$ cat config.mk
export PLATFORM = sky130hd
export DESIGN_NAME = pipeline_hazard_ctrl
export DESIGN_NICKNAME = d
export VERILOG_FILES = /design/src/rtl/pipe_ctrl_pkg.sv /design/src/rtl/load_use_detect.sv /design/src/rtl/pipeline_hazard_ctrl.sv
export SDC_FILE = /design/constraint.sdc
export NUM_CORES = 1
export LEC_CHECK = 0
export CAP_MARGIN = 20
export CORE_UTILIZATION = 25
export CTS_CLUSTER_DIAMETER = 120
export DETAILED_ROUTE_END_ITERATION = 7
export GPL_TIMING_DRIVEN = 0
export SYNTH_ARGS = -nofsm -noshare
export SYNTH_HDL_FRONTEND = slang
export SYNTH_SLANG_ARGS = --single-unit
$ cat constraint.sdc
create_clock -name clk -period 9 [get_ports clk]
set_clock_uncertainty 0.2 [all_clocks]
set_input_delay 2.7 -clock clk [delete_from_list [all_inputs] [get_ports clk]]
set_output_delay 2.7 -clock clk [all_outputs]
set_load 0.1 [all_outputs]
$ cat src/rtl/pipe_ctrl_pkg.sv
`default_nettype none
// ============================================================================
// Module   : pipe_ctrl_pkg
// Purpose  : Shared types and constants for the pipeline hazard controller.
//            Includes the controller state encoding, default widths, the NOP
//            word the datapath loads into a flushed pipeline register, and
//            the bundle of write enables and flushes the controller drives.
// Ports    : none (package)
// Revision : 1.0 - initial release
// ============================================================================
package pipe_ctrl_pkg;

  // Default register-specifier width and stall-counter width.
  localparam int REG_W = 4;
  localparam int CNT_W = 16;

  // The datapath writes this word into a pipeline register when its flush is
  // asserted. It decodes to "no register write, no memory access".
  localparam logic [31:0] c_nop_instr = 32'h0000_0000;

  // RUN   : normal issue.
  // DWAIT : a data access in MEM is still outstanding, so the whole pipe is frozen.
  // HALT  : the HLT instruction reached WB; the core stays stopped until reset.
  typedef enum logic [1:0] {
    ST_RUN   = 2'd0,
    ST_DWAIT = 2'd1,
    ST_HALT  = 2'd2
  } state_e;

  // Every enable and flush the controller produces in a single cycle.
  typedef struct packed {
    logic pc_we;
    logic if_id_we;
    logic id_ex_we;
    logic ex_mem_we;
    logic mem_wb_we;
    logic if_id_flush;
    logic id_ex_flush;
  } ctrl_t;

  // Whole pipe frozen: no register updates and no flushes.
  localparam ctrl_t c_ctrl_freeze  = ctrl_t'(7'b00000_00);
  // Every stage advances and no flushes are applied.
  localparam ctrl_t c_ctrl_advance = ctrl_t'(7'b11111_00);

  // Front-end bubble. PC and IF/ID hold, and ID/EX takes a NOP. The back end
  // keeps draining. The ID/EX write enable stays high, so the NOP is
  // actually loaded.
  function automatic ctrl_t ctrl_bubble();
    ctrl_t c;
    c             = c_ctrl_advance;
    c.pc_we       = 1'b0;
    c.if_id_we    = 1'b0;
    c.id_ex_flush = 1'b1;
    return c;
  endfunction

endpackage : pipe_ctrl_pkg
`default_nettype wire

$ cat src/rtl/load_use_detect.sv
`default_nettype none
// ============================================================================
// Module   : load_use_detect
// Purpose  : Combinational load-use hazard detector. It flags an instruction
//            in ID that needs the result of a load still in EX, because that
//            value cannot be forwarded in time.
// Ports    : i_id_rs, i_id_rt     - source specifiers of the ID instruction
//            i_id_uses_rt         - ID instruction reads rt
//            i_id_rt_is_sdata     - rt is only store data (MEM-MEM forwardable)
//            i_ex_memread         - EX instruction is a load
//            i_ex_rd              - EX destination specifier
//            o_lu_hz              - hazard: ID must wait one cycle
// Revision : 1.0 - initial release
// ============================================================================
module load_use_detect
  import pipe_ctrl_pkg::*;
#(
  parameter int REG_W = pipe_ctrl_pkg::REG_W
) (
  input  logic [REG_W-1:0] i_id_rs,
  input  logic [REG_W-1:0] i_id_rt,
  input  logic             i_id_uses_rt,
  input  logic             i_id_rt_is_sdata,
  input  logic             i_ex_memread,
  input  logic [REG_W-1:0] i_ex_rd,
  output logic             o_lu_hz
);

  logic w_rd_nonzero;
  logic w_rs_match;
  logic w_rt_match;

  // Register 0 is hard-wired, so a load that targets it creates no dependence.
  assign w_rd_nonzero = (i_ex_rd != '0);
  assign w_rs_match   = (i_ex_rd == i_id_rs);

  // An rt that is used only as store data is picked up later by the
  // MEM-to-MEM forward path. It does not need a stall.
  assign w_rt_match   = i_id_uses_rt & ~i_id_rt_is_sdata & (i_ex_rd == i_id_rt);

  assign o_lu_hz      = i_ex_memread & w_rd_nonzero & (w_rs_match | w_rt_match);

endmodule : load_use_detect
`default_nettype wire

$ cat src/rtl/pipeline_hazard_ctrl.sv
`default_nettype none
// ============================================================================
// Module   : pipeline_hazard_ctrl
// Purpose  : Sequences a 5-stage pipeline around the forwarding unit. It
//            stalls on load-use hazards and freezes on multi-cycle imem/dmem
//            accesses. It flushes IF/ID and ID/EX on a taken branch and holds
//            the core on HALT. It drives every pipeline-register write enable
//            and flush, and it counts the cycles in which the PC is held.
// Ports    : clk, rst_n            - clock, async active-low reset
//            i_id_rs, i_id_rt      - ID source specifiers
//            i_id_uses_rt          - ID instruction reads rt
//            i_id_rt_is_sdata      - ID rt is store data only
//            i_ex_memread, i_ex_rd - EX load flag and destination
//            i_ex_br_taken         - branch in EX resolved taken
//            i_imem_busy           - fetch not complete this cycle
//            i_dmem_busy           - data access not complete this cycle
//            i_wb_halt             - HLT instruction in WB
//            o_*_we                - pipeline register write enables
//            o_if_id_flush, o_id_ex_flush - load NOP on next edge
//            o_redirect_sel        - PC mux takes the held branch target
//            o_halted              - core stopped (sticky until reset)
//            o_stall_cnt           - saturating count of cycles with pc_we=0
// Revision : 1.0 - initial release
// ============================================================================
module pipeline_hazard_ctrl
  import pipe_ctrl_pkg::*;
#(
  parameter int REG_W = pipe_ctrl_pkg::REG_W,
  parameter int CNT_W = pipe_ctrl_pkg::CNT_W
) (
  input  logic             clk,
  input  logic             rst_n,
  input  logic [REG_W-1:0] i_id_rs,
  input  logic [REG_W-1:0] i_id_rt,
  input  logic             i_id_uses_rt,
  input  logic             i_id_rt_is_sdata,
  input  logic             i_ex_memread,
  input  logic [REG_W-1:0] i_ex_rd,
  input  logic             i_ex_br_taken,
  input  logic             i_imem_busy,
  input  logic             i_dmem_busy,
  input  logic             i_wb_halt,
  output logic             o_pc_we,
  output logic             o_if_id_we,
  output logic             o_id_ex_we,
  output logic             o_ex_mem_we,
  output logic             o_mem_wb_we,
  output logic             o_if_id_flush,
  output logic             o_id_ex_flush,
  output logic             o_redirect_sel,
  output logic             o_halted,
  output logic [CNT_W-1:0] o_stall_cnt
);

  localparam logic [CNT_W-1:0] c_cnt_one = {{(CNT_W-1){1'b0}}, 1'b1};

  state_e           r_state;
  state_e           w_state_nxt;
  logic             r_redir_pend;
  logic             w_redir_pend_nxt;
  logic             w_redir_set;
  logic [CNT_W-1:0] r_stall_cnt;
  logic             w_cnt_inc;
  logic             w_lu_hz;
  ctrl_t            w_ctrl;

  // --------------------------------------------------------------------------
  // Load-use hazard detection
  // --------------------------------------------------------------------------
  load_use_detect #(
    .REG_W (REG_W)
  ) u_load_use_detect (
    .i_id_rs          (i_id_rs),
    .i_id_rt          (i_id_rt),
    .i_id_uses_rt     (i_id_uses_rt),
    .i_id_rt_is_sdata (i_id_rt_is_sdata),
    .i_ex_memread     (i_ex_memread),
    .i_ex_rd          (i_ex_rd),
    .o_lu_hz          (w_lu_hz)
  );

  // --------------------------------------------------------------------------
  // State register
  // --------------------------------------------------------------------------
  always_ff @(posedge clk or negedge rst_n) begin
    if (!rst_n) begin
      r_state <= ST_RUN;
    end else begin
      r_state <= w_state_nxt;
    end
  end

  // --------------------------------------------------------------------------
  // Next state and pipeline control
  // --------------------------------------------------------------------------
  // DWAIT uses the same decision tree as RUN. The HALT and dmem checks come
  // first, so DWAIT keeps the pipe frozen while dmem_busy is high. On the
  // first cycle with dmem_busy low, the cycle is evaluated as a normal RUN
  // cycle, so no issue slot is lost when the access completes.
  always_comb begin
    w_ctrl      = c_ctrl_freeze;
    w_state_nxt = r_state;
    w_redir_set = 1'b0;

    case (r_state)
      ST_RUN, ST_DWAIT: begin
        if (i_wb_halt) begin
          w_state_nxt = ST_HALT;
        end else if (i_dmem_busy) begin
          // A pending branch or bubble is not applied while frozen. The
          // branch is still in EX when the pipe resumes and is handled then.
          w_state_nxt = ST_DWAIT;
        end else begin
          w_state_nxt = ST_RUN;
          w_ctrl      = c_ctrl_advance;
          if (i_ex_br_taken) begin
            w_ctrl.if_id_flush = 1'b1;
            w_ctrl.id_ex_flush = 1'b1;
            // The fetch is still in flight, so the PC cannot take the target
            // now. The target is held outside the block, and the redirect is
            // replayed when the PC is next written.
            if (i_imem_busy) begin
              w_ctrl.pc_we = 1'b0;
              w_redir_set  = 1'b1;
            end
          end else if (w_lu_hz || i_imem_busy) begin
            w_ctrl = ctrl_bubble();
          end
        end
      end

      ST_HALT: begin
        w_state_nxt = ST_HALT;
      end

      default: begin
        w_state_nxt = ST_RUN;
      end
    endcase
  end

  // --------------------------------------------------------------------------
  // Deferred branch redirect
  // --------------------------------------------------------------------------
  // The pending flag stays set until the first cycle in which the PC is
  // actually written. In that cycle the held target is still selected.
  assign w_redir_pend_nxt = w_redir_set | (r_redir_pend & ~w_ctrl.pc_we);

  always_ff @(posedge clk or negedge rst_n) begin
    if (!rst_n) begin
      r_redir_pend <= 1'b0;
    end else begin
      r_redir_pend <= w_redir_pend_nxt;
    end
  end

  // --------------------------------------------------------------------------
  // Saturating stall-cycle counter (frozen once halted)
  // --------------------------------------------------------------------------
  assign w_cnt_inc = (r_state != ST_HALT) & ~w_ctrl.pc_we & (r_stall_cnt != '1);

  always_ff @(posedge clk or negedge rst_n) begin
    if (!rst_n) begin
      r_stall_cnt <= '0;
    end else if (w_cnt_inc) begin
      r_stall_cnt <= r_stall_cnt + c_cnt_one;
    end
  end

  // --------------------------------------------------------------------------
  // Outputs
  // --------------------------------------------------------------------------
  // The control outputs are combinational from the state and the inputs.
  // They are gated with rst_n so that every output reads 0 while reset is
  // held, whatever the inputs are.
  assign o_pc_we        = rst_n & w_ctrl.pc_we;
  assign o_if_id_we     = rst_n & w_ctrl.if_id_we;
  assign o_id_ex_we     = rst_n & w_ctrl.id_ex_we;
  assign o_ex_mem_we    = rst_n & w_ctrl.ex_mem_we;
  assign o_mem_wb_we    = rst_n & w_ctrl.mem_wb_we;
  assign o_if_id_flush  = rst_n & w_ctrl.if_id_flush;
  assign o_id_ex_flush  = rst_n & w_ctrl.id_ex_flush;
  assign o_redirect_sel = rst_n & r_redir_pend;
  assign o_halted       = rst_n & (r_state == ST_HALT);
  assign o_stall_cnt    = r_stall_cnt;

endmodule : pipeline_hazard_ctrl
`default_nettype wire
==> out/results.ini, run 1 <==
[outcome]
status=complete, no violations

[routing]
ant_nets=0
vias=1077
drt-vias-per-instance=4.47
firstDrtPassIters=4
totalWireLength_mm=3.04
routedWlPerCell_um=12.6
drc=0
drtIter0Drc=47

[worst_setup_path]
path_max_fanout=10
path_delay_family=buffers and inverters
worstSetupPathType=in -> out
crit_top_cell=clkdlybuf4s50_1
cp_data_required_time_ns=6.10
cp_num_buf_inv=3
slowest_stage=clkdlybuf4s50_1
crit_chain=clkdlybuf4s50_1 -> or4_4 -> nand2_2 -> o311a_4 -> buf_6 -> and3_1 -> clkdlybuf4s50_1
startpoint_type=input pin
max_stage_delay_ns=1.12
end_kind=output port
arrival_ns=5.58

[logic_synthesis]
synth_cell_types=40
ys_seq_area_frac=0.358
yosys.area.top_type=dfrtp_1
synth_top_area_frac=0.358
synth_ff_type=dfrtp_1
syn_area_per_cell_um2=11.0
syn_inst=121
syn_nets=143
async_reset_ff_frac=1.00
synth_edf_count=0
synth_warnings=0
ys_ff_latch=19
syn_area_um2=1330
synth.area.top_cells=dfrtp_1 36%, xor2_1 7.9%, a211oi_2 6.6%

[sta]
period_needed_ns=8.48
finalCritPeriodShare=0.943
final-hold-violation-count=0
finalSetupTns_ns=0
drv_slew=0
fmax_mhz=118
rsz0062_at_grt=no
slew_headroom=0.329
fin_ws_ns=0.517
setup_viol=0
worst_slew_pin_slew_ns=1.00

[floorplanning]
coreArea_um2=5110
die_w_um=74.9
num_io_pins=46
initial_utilization=0.260
row_count=26
die_area_um2=5610
die_h_um=74.9

[place]
port_buffers=45
dpl.cell_count=236
dp_hpwl_mm=2.36
pre_cts_slack_ns=0.493
gp_congestion=0.752

[global_route]
grt_max_degree=25
grt_pass1_wl_mm=5.14
antenna_found_initial=0
first_global_vias=1051
grt_overflow=0
grt_usage=0.122

[final_layout]
stdcell_count=241
fin_nets=194
synthToLayoutAreaGrowth_pct=46.0
nFillCells=517
drive_above_1_share=0.170
diodes=0

[pwr]
p_leak_nw=0.718
power_mw=0.623
ir_drop_mv=0.131
power_density_nw_per_um2=321

[clock_tree]
cts_hold_buf=0
path_clk_slew_ns=0.07
clk_latency_ns=0.25
cts.sinks=19
numCtsBuffers=3
cts.root.buffer_cell=clkbuf_8
post_cts_resized=0
post_cts_buffers=0
h-tree-depth=1
clockBufferDepth=2
cts_tree=yes

[flow_run]
drv_cap=0

[hold_path]
min_path_type=reg -> reg

cells by family (layout without fill, tap and decap cells):
family	count (synthesis)	in the layout	synth area share
xor+xnor	22	22	0.145
mux	1	1	0.00847
buf+inv	14	64	0.0734
flops	19	19	0.358
compound gates	24	24	0.225
fa+ha+maj	1	1	0.00941
simple gates	40	40	0.181
placed cells by master, fill, tap and decap left out, drive strengths merged:
cell type       n
inv             7
buf             7
clkbuf          5
nand3           7
or4             1
a21oi           4
and3b           1
o221a           1
dfrtp          19
a211oi          8
nor3            3
nand2           6
and4            1
xnor2          10
xor2           12
mux2            1
or2             1
nand4           4
o211ai          2
a2111oi         3
and2            4
o41a            1
a41o            1
o311a           1
nand2b          1
clkdlybuf4s50  45
nor3b           1
o21a            1
o21ai           2
and3            4
or3             1
nor2            5
ha              1
per-layer routing:
metal | GRT usage | routed length, µm | vias to the layer above
met2 | 0.200 | 1460 | 22
met3 | 0.0428 | 144 | 6
met5 | 0 | 0 | -
met4 | 0.0294 | 36 | 0
met1 | 0.154 | 1400 | 517
li1 | - | - | 532
final cells by class:
class                      instances  area, µm²  share of cell area
tap                               70       87.6              0.0452
inverter                           7       26.3              0.0135
sequential                        19        475               0.245
timing repair buffer              46        478               0.246
multi-input combinational         88        756               0.390
clock buffer                       4       45.0              0.0232
buffer                             7       71.3              0.0368
state kept, by name, summed over array words and instances, names as in the netlist:
signal,cells
r_state,2
o_stall_cnt,16
r_redir_pend,1
cell usage after synthesis, drive strengths merged (2+ instances only):
master and number:
nand3 7, nor2 5, o211ai 2, a21oi 4, and2 4, a211oi 8, o21ai 2, nor3 3
dfrtp 19, xnor2 10, nand2 6, xor2 12, a2111oi 3, inv 7, and3 4, buf 6
nand4 4
final timing paths:
check	end	slack (ns)	cells after the start	start
worst min register to register	r_state[0]	0.29	1	r_state[1]
worst max-delay path	o_pc_we	0.52	7	i_ex_rd[1]
max in group asynchronous	r_redir_pend	5.73	2	rst_n
worst min-delay path	r_state[0]	0.29	1	r_state[1]
min in group asynchronous	o_stall_cnt[7]	2.49	1	rst_n
worst max register to register	o_stall_cnt[12]	6.73	8	o_stall_cnt[0]
power by group:
| group | leakage (nW) | switching, mW | internal, mW |
|---|---|---|---|
| Clock | 0.0228 | 0.0290 | 0.0315 |
| Combinational | 0.482 | 0.307 | 0.105 |
| Sequential | 0.213 | 0.0346 | 0.117 |
per-stage QoR:
stage	hold WS, ns	utilization	cell area [µm²]
floorplan	0.246	-	1330
global placement	0.275	0.366	1870
detailed placement	0.284	0.366	1870
CTS	0.299	0.374	1910
global route	0.319	0.380	1940
finish	0.294	0.380	1940
No activity file was read; power rests on OpenSTA's default activity.
==> run 2, diff against run 1 <==
- CTS_BUF_LIST: default -> sky130_fd_sc_hd__clkbuf_4
- RECOVER_POWER: default -> 50
==> out/results.ini, run 2 (synthesis gave the netlist of run 1 again) <==
[global_route]
met2_usage=0.199  ; was 0.200
grt_pass1_wl_mm=5.13  ; was 5.14 mm
first_global_vias=1051  ; unchanged
globalRoute.busiestLayer=met2  ; unchanged
grt_max_degree=25  ; unchanged
antenna_found_initial=0  ; unchanged
grt_use_met3=0.0428  ; unchanged
grt_overflow=0  ; unchanged
grt_usage=0.122  ; unchanged
met1_usage=0.154  ; unchanged

[routing]
totalWireLength_mm=3.09  ; was 3.04 mm
drtIter0Drc=57  ; was 47
firstDrtPassIters=5  ; was 4
vias=1085  ; was 1,077
routedWlPerCell_um=12.8  ; was 12.6 µm
drc=0  ; unchanged
ant_nets=0  ; unchanged
drt-vias-per-instance=4.50  ; was 4.47

[hold_path]
min_path_type=reg -> reg  ; unchanged
hold_end=r_state[0]  ; unchanged
hold_depth=1  ; unchanged
hold_start=r_state[1]  ; unchanged

[floorplanning]
initial_utilization=0.260  ; unchanged
row_count=26  ; unchanged
die_area_um2=5610  ; unchanged
coreArea_um2=5110  ; unchanged
die_h_um=74.9  ; unchanged
num_io_pins=46  ; unchanged
die_w_um=74.9  ; unchanged

[sta]
fin_ws_ns=0.467  ; was 0.517 ns
worst_slew_pin_slew_ns=0.996  ; was 1.00 ns
slew_headroom=0.334  ; was 0.329
drv_slew=0  ; unchanged
setup_viol=0  ; unchanged
rsz0062_at_grt=no  ; unchanged
final-hold-violation-count=0  ; unchanged
finalSetupTns_ns=0  ; unchanged
period_needed_ns=8.53  ; was 8.48 ns
fmax_mhz=117  ; was 118 MHz
finalCritPeriodShare=0.948  ; was 0.943

[clock_tree]
post_cts_resized=0  ; unchanged
clockBufferDepth=2  ; unchanged
numCtsBuffers=3  ; unchanged
post_cts_buffers=0  ; unchanged
cts.root.buffer_cell=clkbuf_4  ; was clkbuf_8
path_clk_slew_ns=0.11  ; was 0.07 ns
cts_tree=yes  ; unchanged
cts_hold_buf=0  ; unchanged
cts.sinks=19  ; unchanged
h-tree-depth=1  ; unchanged
clk_latency_ns=0.30  ; was 0.25 ns

[worst_setup_path]
cp_data_required_time_ns=6.10  ; about the same
end_kind=output port  ; unchanged
reg2reg_depth=8  ; unchanged
slowest_stage=clkdlybuf4s50_1  ; unchanged
rr_startpoint=o_stall_cnt[0]  ; unchanged
rrSetupSlack_ns=6.74  ; was 6.73 ns
arrival_ns=5.63  ; was 5.58 ns
startpoint_type=input pin  ; unchanged
path_max_fanout=10  ; unchanged
r2r-end=o_stall_cnt[10]  ; was o_stall_cnt[12]
startpoint=i_ex_rd[1]  ; unchanged
max_stage_delay_ns=1.12  ; about the same
crit_chain=dlygate4sd3_1 -> or4_4 -> nand2_2 -> o311a_4 -> buf_6 -> and3_1 -> clkdlybuf4s50_1  ; was clkdlybuf4s50_1 -> or4_4 -> nand2_2 -> o311a_4 -> buf_6 -> and3_1 -> clkdlybuf4s50_1
worstSetupPathType=in -> out  ; unchanged

[outcome]
status=complete, no violations  ; unchanged

[place]
placed_area_um2=1870  ; unchanged
dp_hpwl_mm=2.36  ; unchanged
port_buffers=45  ; unchanged
pre_cts_slack_ns=0.493  ; unchanged
gp_congestion=0.752  ; unchanged

[flow_run]
drv_cap=0  ; unchanged

[final_layout]
final_cell_mix=41 x clkdlybuf4s50_1, 19 x dfrtp_1, 12 x xor2_1  ; was 45 x clkdlybuf4s50_1, 19 x dfrtp_1, 12 x xor2_1
final_common_cell=clkdlybuf4s50_1  ; unchanged
drive_above_1_share=0.140  ; was 0.170
diodes=0  ; unchanged
largest_reg_flops=16  ; unchanged
stdcell_area_um2=1850  ; was 1940 µm²
fin_nets=194  ; unchanged
synthToLayoutAreaGrowth_pct=39.5  ; was 46.0%
postLayoutCoreUtil=0.363  ; was 0.380

[pwr]
power_density_nw_per_um2=324  ; was 321 nW/µm²
ir_drop_mv=0.131  ; about the same
p_leak_nw=0.713  ; was 0.718 nW

## run 2: changes by cell type in the layout (fill, tap and decap cells not counted), sizes merged
| cell | change |
|---|---|
| clkdlybuf4s50 | -4 |
| dlygate4sd3 | +4 |
## run 2: critical path: cells and delay by family
kind                   cells  cell delay (ns)
AOI/OAI and AO/OA          1             0.24
buffers and inverters      3             1.88
and+or+nand+nor            3             0.81
## run 2: final cells by class
type                            instances  area (µm²)
Buffer                                  7        71.3
Clock buffer                            4        30.0
Fill cell                             530        3250
Inverter                                7        26.3
Multi-Input combinational cell         88         686
Sequential cell                        19         475
Tap cell                               70        87.6
Timing Repair Buffer                   46         478
## run 2: power by group
part	total [mW]	switching, mW	leakage, nW	internal, mW
clock	0.0482	0.0279	0.0184	0.0203
combinational	0.401	0.298	0.481	0.103
sequential	0.151	0.0346	0.213	0.116
## run 2: metrics by stage
step	power (mW)	cells	hold slack, ns
final	0.600	241	0.299
after CTS	0.615	240	0.304
after floorplan	0.467	121	0.246
after global routing	0.632	241	0.325
after global placement	0.563	236	0.275
after detailed placement	0.566	236	0.284
## run 2: per-layer routing
layer / part of all wire / vias to the layer above
met5: 0 / -
met4: 0.016 / 0
met3: 0.053 / 8
met2: 0.47 / 28
met1: 0.47 / 517
li1: - / 532
## run 2: worst max-delay path by stage
stage,end,slack (ns)
finish,o_pc_we,0.47
global route,o_pc_we,0.38
floorplan,o_id_ex_flush,1.24
detailed placement,o_pc_we,0.49
CTS,o_pc_we,0.49
global placement,o_pc_we,0.49
